--- config.mk ---
export PLATFORM = sky130hd
export DESIGN_NAME = pipe_hazard_ctrl
export DESIGN_NICKNAME = d
export VERILOG_FILES = /design/src/rtl/pipe_hazard_ctrl.sv
export SDC_FILE = /design/constraint.sdc
export NUM_CORES = 1
export LEC_CHECK = 0
export ABC_AREA = 1
export CORE_UTILIZATION = 53
export CTS_BUF_LIST = sky130_fd_sc_hd__clkbuf_8
export DETAILED_ROUTE_END_ITERATION = 10
export GPL_ROUTABILITY_DRIVEN = 0
export HOLD_SLACK_MARGIN = 0.06
export PLACE_DENSITY = 0.95
export SETUP_SLACK_MARGIN = 0.15
export SYNTH_ARGS = -nofsm -noshare
export SYNTH_HDL_FRONTEND = slang
export SYNTH_SLANG_ARGS = --single-unit
--- constraint.sdc ---
create_clock -name clk -period 2.6 [get_ports clk]
set_clock_uncertainty 0.2 [all_clocks]
set_input_delay 0.52 -clock clk [delete_from_list [all_inputs] [get_ports clk]]
set_output_delay 0.52 -clock clk [all_outputs]
set_load 0.01 [all_outputs]
--- src/rtl/pipe_hazard_ctrl.sv ---
// Pipeline control carrier and hazard unit for a 5-stage in-order core.
// Carries decoded ID-stage controls through EX/MEM/WB, and generates the
// load-use stall, control-hazard flush and EX operand forwarding selects.
module pipe_hazard_ctrl (
  input  logic       clk,
  input  logic       reset,
  // Decoded ID-stage controls
  input  logic       RegWriteD,
  input  logic       MemWriteD,
  input  logic       ALUSrcD,
  input  logic       BranchD,
  input  logic       JumpD,
  input  logic [1:0] ResultSrcD,
  input  logic [2:0] ALUControlD,
  input  logic [4:0] Rs1D,
  input  logic [4:0] Rs2D,
  input  logic [4:0] RdD,
  // ALU status of the instruction currently in EX
  input  logic       ZeroE,
  // EX-stage controls
  output logic       ALUSrcE,
  output logic [2:0] ALUControlE,
  // MEM-stage controls
  output logic       MemWriteM,
  // WB-stage controls
  output logic       RegWriteW,
  output logic [1:0] ResultSrcW,
  output logic [4:0] RdW,
  // Hazard controls
  output logic       PCSrcE,
  output logic       StallF,
  output logic       StallD,
  output logic       FlushD,
  output logic [1:0] ForwardAE,
  output logic [1:0] ForwardBE
);

  localparam logic [1:0] ResultMem = 2'b01;
  localparam logic [1:0] FwdReg    = 2'b00;
  localparam logic [1:0] FwdWb     = 2'b01;
  localparam logic [1:0] FwdMem    = 2'b10;

  // ID/EX stage register
  logic       reg_write_e_q;
  logic       mem_write_e_q;
  logic       alu_src_e_q;
  logic       branch_e_q;
  logic       jump_e_q;
  logic [1:0] result_src_e_q;
  logic [2:0] alu_control_e_q;
  logic [4:0] rs1_e_q;
  logic [4:0] rs2_e_q;
  logic [4:0] rd_e_q;

  // EX/MEM stage register
  logic       reg_write_m_q;
  logic       mem_write_m_q;
  logic [1:0] result_src_m_q;
  logic [4:0] rd_m_q;

  // MEM/WB stage register
  logic       reg_write_w_q;
  logic [1:0] result_src_w_q;
  logic [4:0] rd_w_q;

  // Hazard terms
  logic lw_stall;
  logic pc_src;
  logic flush_e;

  // Load-use and control hazard detection; x0 never counts as a dependency
  always_comb begin
    lw_stall = (result_src_e_q == ResultMem) && (rd_e_q != 5'd0) &&
               ((rd_e_q == Rs1D) || (rd_e_q == Rs2D));
    pc_src   = (branch_e_q && ZeroE) || jump_e_q;
    // Bubble EX on a load-use stall or when the instruction behind a redirect is squashed
    flush_e  = lw_stall || pc_src;
  end

  // ID/EX register: captures the decoded controls every edge, or a bubble on flush
  always_ff @(posedge clk or posedge reset) begin
    if (reset) begin
      reg_write_e_q   <= 1'b0;
      mem_write_e_q   <= 1'b0;
      alu_src_e_q     <= 1'b0;
      branch_e_q      <= 1'b0;
      jump_e_q        <= 1'b0;
      result_src_e_q  <= 2'b00;
      alu_control_e_q <= 3'b000;
      rs1_e_q         <= 5'd0;
      rs2_e_q         <= 5'd0;
      rd_e_q          <= 5'd0;
    end else if (flush_e) begin
      reg_write_e_q   <= 1'b0;
      mem_write_e_q   <= 1'b0;
      alu_src_e_q     <= 1'b0;
      branch_e_q      <= 1'b0;
      jump_e_q        <= 1'b0;
      result_src_e_q  <= 2'b00;
      alu_control_e_q <= 3'b000;
      rs1_e_q         <= 5'd0;
      rs2_e_q         <= 5'd0;
      rd_e_q          <= 5'd0;
    end else begin
      reg_write_e_q   <= RegWriteD;
      mem_write_e_q   <= MemWriteD;
      alu_src_e_q     <= ALUSrcD;
      branch_e_q      <= BranchD;
      jump_e_q        <= JumpD;
      result_src_e_q  <= ResultSrcD;
      alu_control_e_q <= ALUControlD;
      rs1_e_q         <= Rs1D;
      rs2_e_q         <= Rs2D;
      rd_e_q          <= RdD;
    end
  end

  // EX/MEM register: free-running, never stalled or flushed
  always_ff @(posedge clk or posedge reset) begin
    if (reset) begin
      reg_write_m_q  <= 1'b0;
      mem_write_m_q  <= 1'b0;
      result_src_m_q <= 2'b00;
      rd_m_q         <= 5'd0;
    end else begin
      reg_write_m_q  <= reg_write_e_q;
      mem_write_m_q  <= mem_write_e_q;
      result_src_m_q <= result_src_e_q;
      rd_m_q         <= rd_e_q;
    end
  end

  // MEM/WB register: free-running, never stalled or flushed
  always_ff @(posedge clk or posedge reset) begin
    if (reset) begin
      reg_write_w_q  <= 1'b0;
      result_src_w_q <= 2'b00;
      rd_w_q         <= 5'd0;
    end else begin
      reg_write_w_q  <= reg_write_m_q;
      result_src_w_q <= result_src_m_q;
      rd_w_q         <= rd_m_q;
    end
  end

  // Operand forwarding: the younger MEM result wins over WB when both match
  always_comb begin
    ForwardAE = FwdReg;
    if (reg_write_m_q && (rd_m_q != 5'd0) && (rd_m_q == rs1_e_q)) begin
      ForwardAE = FwdMem;
    end else if (reg_write_w_q && (rd_w_q != 5'd0) && (rd_w_q == rs1_e_q)) begin
      ForwardAE = FwdWb;
    end

    ForwardBE = FwdReg;
    if (reg_write_m_q && (rd_m_q != 5'd0) && (rd_m_q == rs2_e_q)) begin
      ForwardBE = FwdMem;
    end else if (reg_write_w_q && (rd_w_q != 5'd0) && (rd_w_q == rs2_e_q)) begin
      ForwardBE = FwdWb;
    end
  end

  // Output mapping; FlushD overrides StallD at the IF/ID register outside this block
  always_comb begin
    ALUSrcE     = alu_src_e_q;
    ALUControlE = alu_control_e_q;
    MemWriteM   = mem_write_m_q;
    RegWriteW   = reg_write_w_q;
    ResultSrcW  = result_src_w_q;
    RdW         = rd_w_q;
    PCSrcE      = pc_src;
    StallF      = lw_stall;
    StallD      = lw_stall;
    FlushD      = pc_src;
  end

endmodule

==> results.json <==
{
  "design.core.area_sq_mm": 0.00310,
  "track_usage": 0.210,
  "yosys-top-cells-count": "42 x dfrtp_1, 37 x inv_1, 36 x nor2_1",
  "cts.path.max_buffers": 2,
  "yosysTopAreaCell": "dfrtp_1",
  "cp-end-kind": "output port",
  "die_area_sq_mm": 0.00356,
  "rsz0062_at_grt": "no",
  "min-delay-start": "mem_write_e_q",
  "internal_power_mw": 1.20,
  "rr_startpoint": "rd_e_q[0]",
  "dp_hpwl_mm": 2.38,
  "synth.avg_cell_area_sq_um": 9.48,
  "clockPowerShare": 0.313,
  "path_common_cell": "clkdlybuf4s50_1",
  "cp-start-kind": "input pin",
  "wl_per_cell_um": 11.3,
  "drive_gt1_frac": 0.125,
  "ir_drop_mv": 0.406,
  "place.port_buffers": 48,
  "ys_types": 16,
  "fmax_mhz": 421,
  "final-hold-violation-count": 0,
  "hold_slack_ns": 0.152,
  "numCtsBuffers": 5,
  "startpoint": "ZeroE",
  "use_met3": 0.0563,
  "drt-total-wl_mm": 3.30,
  "antenna_found_initial": 0,
  "clock_sinks": 42,
  "ys_seq_area_frac": 0.596,
  "cap_violations": 0,
  "cp_data_required_time_ns": 1.88,
  "fin_nets": 276,
  "placed_area_sq_mm": 0.00232,
  "synthCells": 186,
  "crit_fanout": 2,
  "busiest_layer": "met2",
  "critPathKind": "in -> out",
  "synthArstFlopShare": 1.00,
  "seqPwrFrac": 0.490,
  "synth.area.top_cells": "dfrtp_1 60%, xnor2_1 7.9%, inv_1 7.9%",
  "switching_share": 0.248,
  "firstDrtPassIters": 4,
  "synth_most_common_cell": "dfrtp_1",
  "tritoncts": "yes",
  "ys_seq_elements": 42,
  "crit_family": "buffers and inverters",
  "slew_viol_final": 0,
  "synth_nets": 214,
  "start_util": 0.568,
  "period_share": 0.913,
  "vias_per_cell": 4.45,
  "place_ws_ns": -0.243,
  "fin_area_sq_mm": 0.00249,
  "slowest_stage": "clkdlybuf4s50_1",
  "power.total_mw": 1.59,
  "grt-ovfl-total": 0,
  "outcome": "finished, final reports clean",
  "die_h_um": 59.7,
  "synth-main-ff-cell": "dfrtp_1",
  "tightest_slew_ns": 0.496,
  "grt_pass1_vias": 1286,
  "syn_area_sq_mm": 0.00176,
  "die_w_um": 59.7,
  "synth-edff-count": 0,
  "synth_top_area_share": 0.596,
  "root_buffer": "clkbuf_8",
  "first_iter_violations": 13,
  "clk_latency_ns": 0.28,
  "area_growth_pct": 41.5,
  "clk_transition_reported_paths_ns": 0.06,
  "drc": 0,
  "diodes": 0,
  "finalSetupViolCount": 0,
  "p_leak_nw": 1.35,
  "final_core_util": 0.804,
  "max_stage_delay_ns": 0.53,
  "antenna_left": 0,
  "power_frac_comb": 0.197,
  "ios": 49,
  "fin_crit_ns": 2.37,
  "vias": 1300,
  "critPathBufInv": 3,
  "yosys_warnings": 0,
  "path_cells": "clkdlybuf4s50_1 -> a21oi_2 -> inv_1 -> clkdlybuf4s50_1",
  "worst_ep_arrival_time_ns": 1.65,
  "powerDensity_mw_per_mm2": 639,
  "max-slew-margin-rel": 0.670,
  "grt_use_met2": 0.406,
  "row_count": 20,
  "met1_usage": 0.215,
  "grt_pass1_wl_mm": 5.26,
  "htree_levels": 2,
  "fin_ws_ns": 0.227,
  "power_switching_uw": 395,
  "grt_max_degree": 43,
  "hold_class": "reg -> reg"
}
[cell usage in the layout (no fill, tap or decap), types with 2 or more instances in the layout]
| cell | Yosys | layout |
|---|---|---|
| nand2_1 | 26 | 26 |
| clkdlybuf4s50_1 | 0 | 34 |
| nor2_2 | 2 | 3 |
| inv_1 | 37 | 35 |
| xor2_1 | 6 | 6 |
| dlygate4sd2_1 | 0 | 3 |
| nand3_1 | 4 | 4 |
| nand4_1 | 4 | 4 |
| nor3_1 | 4 | 2 |
| buf_6 | 2 | 2 |
| nor2_1 | 36 | 35 |
| nor3_2 | 0 | 2 |
| buf_4 | 2 | 11 |
| xnor2_1 | 16 | 16 |
| inv_2 | 0 | 2 |
| dfrtp_1 | 42 | 42 |
| clkbuf_8 | 0 | 6 |
| dlymetal6s2s_1 | 0 | 8 |
[logic make-up (layout without fill, tap and decap cells)]
| family | count (synthesis) | in the layout | synth area share |
|---|---|---|---|
| compound gates | 3 | 3 | 0.00851 |
| buf+inv | 41 | 103 | 0.100 |
| flops | 42 | 42 | 0.596 |
| xor+xnor | 22 | 22 | 0.109 |
| simple gates | 78 | 78 | 0.186 |
[final timing paths]
check,to,slack (ns),cells after the start
max,PCSrcE,0.23,4
max in group asynchronous,ALUControlE[2],1.41,3
min in group asynchronous,rs2_e_q[3],0.46,3
min reg2reg,MemWriteM,0.15,0
max reg2reg,rs1_e_q[2],0.83,9
min,MemWriteM,0.15,0
[per-layer routing]
metal	up-vias	part of all wire	wire, um
met3	6	0.043	141
met4	0	0.012	39
met5	-	0	0
li1	663	-	-
met2	37	0.58	1920
met1	594	0.36	1200
[final cells by class]
cell class	instances	area (sq um)
Clock inverter	1	30.0
Multi-Input combinational cell	103	556
Fill cell	216	608
Tap cell	44	55.1
Inverter	37	139
Sequential cell	42	1050
Clock buffer	6	82.6
Timing Repair Buffer	59	582
[state kept, by name (all words and copies together), names as in the netlist, 2 cells and up]
name / flops
rd_m_q: 5
result_src_m_q: 2
RdW: 5
rd_e_q: 5
rs2_e_q: 5
rs1_e_q: 5
result_src_e_q: 2
ResultSrcW: 2
ALUControlE: 3
[power by group through the flow]
stage          Sequential, mW  Clock, mW  Combinational, mW
3_5_place_dp            0.791          0              0.303
6_report                0.780      0.499              0.314
4_1_cts                 0.780      0.508              0.314
3_3_place_gp            0.787          0              0.293
2_1_floorplan           0.791          0              0.167
5_1_grt                 0.788      0.537              0.348
[repair_timing]
action	4_1_cts	5_1_grt
pin swaps	2	9
resized for setup	16	15
buffers inserted	2	1
hold buffers	0	0
endpoints found under the setup margin	8	5
[stage by stage]
step | setup TNS, ns | std cells
final | 0 | 292
after global placement | -0.411 | 282
after detailed placement | -0.473 | 282
after global routing | 0 | 292
after CTS | 0 | 291
after floorplan | 0 | 186
No activity file was read; power rests on OpenSTA's default activity.
